`config.mk`:
```
export PLATFORM = sky130hd
export DESIGN_NAME = mem_port_arb4_flat
export DESIGN_NICKNAME = d
export VERILOG_FILES = /design/src/rtl/mem_port_arb4_if.sv /design/src/rtl/mem_port_arb4.sv /design/src/flat_wrapper.sv
export SDC_FILE = /design/constraint.sdc
export NUM_CORES = 1
export LEC_CHECK = 0
export ABC_CLOCK_PERIOD_IN_PS = 2000
export BUFFER_PORTS_ARGS = -buffer_cell sky130_fd_sc_hd__buf_4
export CORE_ASPECT_RATIO = 0.5
export CORE_UTILIZATION = 36
export DETAILED_ROUTE_END_ITERATION = 10
export MAX_ROUTING_LAYER = met4
export PLACE_DENSITY_LB_ADDON = 0.1
export SYNTH_ARGS = -nofsm -noshare
export SYNTH_HDL_FRONTEND = slang
export SYNTH_SLANG_ARGS = --single-unit
```
`constraint.sdc`:
```
create_clock -name clk -period 2 [get_ports clk]
set_input_delay 0.4 -clock clk [delete_from_list [all_inputs] [get_ports clk]]
set_output_delay 0.4 -clock clk [all_outputs]
set_load 0.01 [all_outputs]
```
`src/rtl/mem_port_arb4_if.sv`:
```
// Bundle of requester-side and memory-side signals for the four-client memory port arbiter.
// The optional err flag is present only when ARB_TIMEOUT_EN is defined.
interface mem_port_arb4_if;
    logic [3:0]  req;
    logic [3:0]  wr;
    logic [15:0] addr0, addr1, addr2, addr3;
    logic [15:0] wdata0, wdata1, wdata2, wdata3;
    logic        mem_done;
    logic [15:0] mem_rdata;
    logic        mem_en;
    logic        mem_wr;
    logic [15:0] mem_addr;
    logic [15:0] mem_wdata;
    logic [1:0]  sel;
    logic [3:0]  ack;
    logic [15:0] rdata;
    logic        busy;
`ifdef ARB_TIMEOUT_EN
    logic        err;
`endif
    // Arbiter FSM state: 0 idle, 1 issue, 2 wait.
    logic [1:0]  state_dbg;

    // Handshake: a requester raises req[i] with wr/addr/wdata and holds them stable
    // until ack[i] pulses; the memory sees one mem_en strobe and answers with a
    // mem_done pulse carrying mem_rdata in a later cycle.
    modport slave (
        input  req, wr, addr0, addr1, addr2, addr3,
        input  wdata0, wdata1, wdata2, wdata3,
        input  mem_done, mem_rdata,
        output mem_en, mem_wr, mem_addr, mem_wdata,
        output sel, ack, rdata, busy,
`ifdef ARB_TIMEOUT_EN
        output err,
`endif
        output state_dbg
    );

    modport master (
        output req, wr, addr0, addr1, addr2, addr3,
        output wdata0, wdata1, wdata2, wdata3,
        output mem_done, mem_rdata,
        input  mem_en, mem_wr, mem_addr, mem_wdata,
        input  sel, ack, rdata, busy,
`ifdef ARB_TIMEOUT_EN
        input  err,
`endif
        input  state_dbg
    );
endinterface

```
`src/rtl/mem_port_arb4.sv`:
```
// Round-robin arbiter for the shared 16-bit memory port: grant, one-cycle issue, wait, ack.
// Define ARB_TIMEOUT_EN to add a WAIT watchdog that forces completion with err=1.
module mux4_1_16 (
    input  logic [15:0] d0,
    input  logic [15:0] d1,
    input  logic [15:0] d2,
    input  logic [15:0] d3,
    input  logic [1:0]  s,
    output logic [15:0] y
);
    always_comb begin
        case (s)
            2'd0:    y = d0;
            2'd1:    y = d1;
            2'd2:    y = d2;
            default: y = d3;
        endcase
    end
endmodule

module mem_port_arb4 #(
    parameter int TIMEOUT = 15
) (
    input logic            clk,
    input logic            rst_n,
    mem_port_arb4_if.slave bus
);
    typedef enum logic [1:0] {
        S_IDLE  = 2'd0,
        S_ISSUE = 2'd1,
        S_WAIT  = 2'd2
    } state_t;

    state_t     state, state_nxt;
    logic [1:0] ptr;
    logic [1:0] sel_q;
    logic       g_wr;
    logic [1:0] gnt_idx;
    logic       gnt_found;
    logic [1:0] cand;
    logic       done_ok;
    logic       to_hit;

    // First set request bit searching ptr, ptr+1, ... wrapping mod 4.
    always_comb begin
        gnt_found = 1'b0;
        gnt_idx   = ptr;
        cand      = ptr;
        for (int i = 0; i < 4; i++) begin
            cand = ptr + 2'(i);
            if (!gnt_found && bus.req[cand]) begin
                gnt_found = 1'b1;
                gnt_idx   = cand;
            end
        end
    end

    assign done_ok = (state == S_WAIT) && bus.mem_done;

`ifdef ARB_TIMEOUT_EN
    logic [3:0] wcnt;
    logic       err_q;

    // mem_done wins over a watchdog expiry in the same cycle.
    assign to_hit = (state == S_WAIT) && !bus.mem_done && (wcnt == 4'(TIMEOUT));

    always_ff @(posedge clk or negedge rst_n) begin
        if (!rst_n) begin
            wcnt <= 4'd0;
        end else if (state == S_ISSUE) begin
            wcnt <= 4'd0;
        end else if (state == S_WAIT && !bus.mem_done && !to_hit) begin
            wcnt <= wcnt + 4'd1;
        end
    end

    always_ff @(posedge clk or negedge rst_n) begin
        if (!rst_n) begin
            err_q <= 1'b0;
        end else begin
            err_q <= to_hit;
        end
    end

    assign bus.err = err_q;
`else
    assign to_hit = 1'b0;
`endif

    always_ff @(posedge clk or negedge rst_n) begin
        if (!rst_n) begin
            state <= S_IDLE;
        end else begin
            state <= state_nxt;
        end
    end

    always_comb begin
        state_nxt = state;
        case (state)
            S_IDLE:  if (gnt_found) state_nxt = S_ISSUE;
            S_ISSUE: state_nxt = S_WAIT;
            S_WAIT:  if (done_ok || to_hit) state_nxt = S_IDLE;
            default: state_nxt = S_IDLE;
        endcase
    end

    always_ff @(posedge clk or negedge rst_n) begin
        if (!rst_n) begin
            ptr       <= 2'd0;
            sel_q     <= 2'd0;
            g_wr      <= 1'b0;
            bus.ack   <= 4'd0;
            bus.rdata <= 16'h0000;
        end else begin
            bus.ack <= 4'd0;
            if (state == S_IDLE && gnt_found) begin
                sel_q <= gnt_idx;
                g_wr  <= bus.wr[gnt_idx];
            end
            if (done_ok || to_hit) begin
                bus.ack   <= 4'b0001 << sel_q;
                bus.rdata <= done_ok ? bus.mem_rdata : 16'h0000;
                ptr       <= sel_q + 2'd1;
            end
        end
    end

    assign bus.mem_en    = (state == S_ISSUE);
    assign bus.mem_wr    = (state == S_ISSUE) && g_wr;
    assign bus.busy      = (state != S_IDLE);
    assign bus.sel       = sel_q;
    assign bus.state_dbg = state;

    mux4_1_16 u_addr_mux (
        .d0 (bus.addr0),
        .d1 (bus.addr1),
        .d2 (bus.addr2),
        .d3 (bus.addr3),
        .s  (sel_q),
        .y  (bus.mem_addr)
    );

    mux4_1_16 u_wdata_mux (
        .d0 (bus.wdata0),
        .d1 (bus.wdata1),
        .d2 (bus.wdata2),
        .d3 (bus.wdata3),
        .s  (sel_q),
        .y  (bus.mem_wdata)
    );
endmodule

```
`src/flat_wrapper.sv`:
```
// flat-port wrapper written by rule: the top's interface ports become plain ports
module mem_port_arb4_flat 
#(
    parameter int TIMEOUT = 15
)
  (clk, rst_n, bus_req, bus_wr, bus_addr0, bus_addr1, bus_addr2, bus_addr3, bus_wdata0, bus_wdata1, bus_wdata2, bus_wdata3, bus_mem_done, bus_mem_rdata, bus_mem_en, bus_mem_wr, bus_mem_addr, bus_mem_wdata, bus_sel, bus_ack, bus_rdata, bus_busy, bus_state_dbg);
  mem_port_arb4_if bus_i ();
  input logic clk;
  input logic rst_n;
  input wire logic [$bits(bus_i.req)-1:0] bus_req;
  input wire logic [$bits(bus_i.wr)-1:0] bus_wr;
  input wire logic [$bits(bus_i.addr0)-1:0] bus_addr0;
  input wire logic [$bits(bus_i.addr1)-1:0] bus_addr1;
  input wire logic [$bits(bus_i.addr2)-1:0] bus_addr2;
  input wire logic [$bits(bus_i.addr3)-1:0] bus_addr3;
  input wire logic [$bits(bus_i.wdata0)-1:0] bus_wdata0;
  input wire logic [$bits(bus_i.wdata1)-1:0] bus_wdata1;
  input wire logic [$bits(bus_i.wdata2)-1:0] bus_wdata2;
  input wire logic [$bits(bus_i.wdata3)-1:0] bus_wdata3;
  input wire logic [$bits(bus_i.mem_done)-1:0] bus_mem_done;
  input wire logic [$bits(bus_i.mem_rdata)-1:0] bus_mem_rdata;
  output wire logic [$bits(bus_i.mem_en)-1:0] bus_mem_en;
  output wire logic [$bits(bus_i.mem_wr)-1:0] bus_mem_wr;
  output wire logic [$bits(bus_i.mem_addr)-1:0] bus_mem_addr;
  output wire logic [$bits(bus_i.mem_wdata)-1:0] bus_mem_wdata;
  output wire logic [$bits(bus_i.sel)-1:0] bus_sel;
  output wire logic [$bits(bus_i.ack)-1:0] bus_ack;
  output wire logic [$bits(bus_i.rdata)-1:0] bus_rdata;
  output wire logic [$bits(bus_i.busy)-1:0] bus_busy;
  output wire logic [$bits(bus_i.state_dbg)-1:0] bus_state_dbg;
  assign bus_i.req = bus_req;
  assign bus_i.wr = bus_wr;
  assign bus_i.addr0 = bus_addr0;
  assign bus_i.addr1 = bus_addr1;
  assign bus_i.addr2 = bus_addr2;
  assign bus_i.addr3 = bus_addr3;
  assign bus_i.wdata0 = bus_wdata0;
  assign bus_i.wdata1 = bus_wdata1;
  assign bus_i.wdata2 = bus_wdata2;
  assign bus_i.wdata3 = bus_wdata3;
  assign bus_i.mem_done = bus_mem_done;
  assign bus_i.mem_rdata = bus_mem_rdata;
  assign bus_mem_en = bus_i.mem_en;
  assign bus_mem_wr = bus_i.mem_wr;
  assign bus_mem_addr = bus_i.mem_addr;
  assign bus_mem_wdata = bus_i.mem_wdata;
  assign bus_sel = bus_i.sel;
  assign bus_ack = bus_i.ack;
  assign bus_rdata = bus_i.rdata;
  assign bus_busy = bus_i.busy;
  assign bus_state_dbg = bus_i.state_dbg;
  mem_port_arb4 #(.TIMEOUT(TIMEOUT)) u_core (.clk(clk), .rst_n(rst_n), .bus(bus_i));
endmodule
```
==> results.sh <==
export IMPL_vias=2586
export IMPL_start_kind="register"
export IMPL_worst_slack_ns=-0.186
export IMPL_seq_area_um2=676
export IMPL_fill_cells=367
export IMPL_dp_hpwl_um=6110
export IMPL_grt_max_degree=34
export IMPL_drc_errors=0
export IMPL_wl_um=8330
export IMPL_cts_buffer_depth=2
export IMPL_ys_warnings_count=0
export IMPL_clk_latency_ns=0.26
export IMPL_drive_above_1_share_pct=57.0
export IMPL_violations="setup timing"
export IMPL_dieArea_mm2=0.00601
export IMPL_die_w_um=109
export IMPL_cts_buffers=3
export IMPL_finalNonFillerCells=489
export IMPL_root_buffer="clkbuf_16"
export IMPL_power_density_mw_per_mm2=1340
export IMPL_grt_antenna_before_repair=0
export IMPL_cts_tree="built"
export IMPL_start_util_pct=39.3
export IMPL_p_leak_nw=2.07
export IMPL_post_route_min_period_ns=2.19
export IMPL_synth_area_leader_cell="dfrtp_1"
export IMPL_synth_area_mm2=0.00205
export IMPL_placed_cells_incl_taps=479
export IMPL_first_global_vias=2515
export IMPL_relSlewSlack_pct=70.9
export IMPL_overflow=0
export IMPL_htree_levels=1
export IMPL_grt_setup_unrepaired="true"
export IMPL_clk_pin_slew_ns=0.07
export IMPL_end_kind="output pin"
export IMPL_grt_pass1_wl_um=11600
export IMPL_n_antenna_cell=0
export IMPL_core_region_area_mm2=0.00520
export IMPL_fin_nets=580
export IMPL_cap_viol_max_count=0
export IMPL_synth_seq_cells=27
export IMPL_synth_top_area_share_pct=33.0
export IMPL_cts_hold_buf=0
export IMPL_achievable_frequency_mhz=457
export IMPL_drtPass1Iterations=6
export IMPL_antenna_left=0
export IMPL_cts_sinks=27
export IMPL_vdd_drop_max_v=0.000868
export IMPL_status="finished with violations"
export IMPL_first_iter_violations=222
export IMPL_synth_cell_types=31
export IMPL_critPathRequiredTime_ns=1.60
export IMPL_whs_ns=0.0432
export IMPL_die_y_um=55.3
export IMPL_final_max_slew_viol_count=0
export IMPL_postSynthCellCount=207
export IMPL_finalSetupViolations=32
export IMPL_timing_hold_violations_final=0
export IMPL_syn_nets=367
export IMPL_holdCritPathClass="primary input to asynchronous set/reset pin"
export IMPL_worst_clock_skew_ns=0.00441
export IMPL_synth_seq_area_share_pct=33.0
export IMPL_ys_top_cells_by_area="dfrtp_1 33%, mux2i_1 17%, a222oi_1 16%"
export IMPL_place_gp_congestion=0.812
export IMPL_tightest_slew_ns=0.433
export IMPL_worstRegToRegCells=5
export IMPL_core_rowCount=18
export IMPL_cp_max_fo=16
export IMPL_track_usage_pct=24.9
export IMPL_vias_per_cell=5.29
export IMPL_crit_arrival_ns=1.79
export IMPL_io_pins=214
export IMPL_syn_avg_cell_area_um2=9.89
export IMPL_path_class="register to output pin"
export IMPL_multi_input_area_mm2=0.00119
export IMPL_wl_per_cell_um=17.0
export IMPL_area_growth_pct=94.4
export IMPL_port_buffers=213
export IMPL_fin_crit_sh_pct=109
==> cells in the final DEF, fill, tap and decap left out, types with 2 or more instances in the layout <==
master	count
a222oi_1	32
buf_12	4
buf_4	218
clkbuf_16	6
dfrtp_1	27
ha_2	2
ha_4	2
inv_1	36
inv_2	2
mux2_1	17
mux2i_1	34
nand2_1	3
nand3b_1	2
nor2_1	6
nor2b_1	5
o21ai_0	2
o21ai_1	2
==> where the power goes <==
part           switching (W)  total [W]  internal (W)
Clock               0.000177   0.000449      0.000271
Combinational        0.00181    0.00392       0.00211
Sequential          0.000171   0.000963      0.000793
==> registers in the layout (all words and copies together), names as in the netlist <==
name / cells
u_core.ptr: 2
u_core.bus.state_dbg: 2
u_core.g_wr: 1
u_core.bus.rdata: 16
u_core.bus.sel: 2
u_core.bus.ack: 4
==> path summary, 6_finish.rpt <==
| kind | start | slack [ns] | endpoint |
|---|---|---|---|
| min in group clk | bus_mem_rdata[14] | 0.35 | u_core.bus.rdata[14]$_DFFE_PN0P_ |
| worst max-delay path | u_core.bus.sel[1]$_DFFE_PN0P_ | -0.19 | bus_mem_addr[2] |
| worst min register to register | u_core.bus.rdata[9]$_DFFE_PN0P_ | 0.49 | u_core.bus.rdata[9]$_DFFE_PN0P_ |
| worst max register to register | u_core.ptr[1]$_DFFE_PN0P_ | 0.32 | u_core.g_wr$_DFFE_PN0P_ |
| worst min-delay path | rst_n | 0.04 | u_core.bus.sel[1]$_DFFE_PN0P_ |
| max in group asynchronous | rst_n | 1.71 | u_core.ptr[0]$_DFFE_PN0P_ |
==> area by class of cell <==
class	count	share of cell area (%)
Clock buffer	3	1.89
Clock inverter	1	0.189
Inverter	38	3.58
Multi-Input combinational cell	124	29.8
Sequential cell	27	17.0
Tap cell	70	2.20
Timing Repair Buffer	226	45.3
==> synthesized netlist by cell type <==
cell,count
o21bai_1,1
or2_1,1
nor3_1,1
a21boi_1,1
nor2b_1,5
dfrtp_1,27
o21ba_1,1
o41ai_4,1
a21boi_0,1
nor2_1,6
o32ai_1,1
a222oi_1,32
inv_1,38
o21ai_1,2
a311oi_1,1
mux2i_1,34
buf_2,3
and2_1,1
nor2_2,1
buf_1,1
a2111o_1,1
nor4_1,1
or2_2,1
nand3b_1,2
nand2_1,3
clkbuf_1,14
nor3b_1,1
ha_1,5
mux2_1,17
nor4bb_1,1
o21ai_0,2
==> metal layers <==
metal  vias to the layer above  routed length [µm]  track usage [%]
met5                         -                   0                -
met4                         0                  89             5.41
met3                        10                 541             3.31
met2                       127                4560             48.5
met1                      1243                3140             26.6
li1                       1206                   -                -
==> timing repair <==
item,CTS,global route
pin swaps,17,12
setup endpoints to repair,32,32
gates resized for setup,2,5
buffers inserted,1,1
cloned,0,4
endpoints found under the hold margin,0,0
==> metrics by stage <==
stage	utilization [%]	setup TNS [ns]	setup WS, ns	total power (W)	area (µm²)
final	76.5	-3.67	-0.186	0.00533	3980
after global routing	76.5	-6.36	-0.248	0.00565	3980
after CTS	74.2	-3.45	-0.193	0.00508	3860
after detailed placement	72.4	0	0.0448	0.00459	3770
after global placement	72.4	0	0.149	0.00449	3770
after floorplan	-	0	0.0816	0.00278	2050
==> cell families (layout without fill, tap and decap cells) <==
| kind of cell | Yosys count | count (layout) | synth area share, % |
|---|---|---|---|
| adders and majority gates | 5 | 5 | 3.06 |
| buffers and inverters | 56 | 268 | 10.5 |
| and+or+nand+nor | 24 | 24 | 6.54 |
| DFF | 27 | 27 | 33.0 |
| muxes | 51 | 51 | 26.0 |
| AOI/OAI and AO/OA | 44 | 44 | 21.0 |
==> critical path, cell delays in order (launching register included) <==
cell and delay, ns:
dfrtp_1 0.42, inv_2 0.07, ha_2 0.22, clkbuf_16 0.19, a222oi_1 0.32, mux2i_1 0.14
buf_4 0.16
Power figures use the tool's default switching activity.
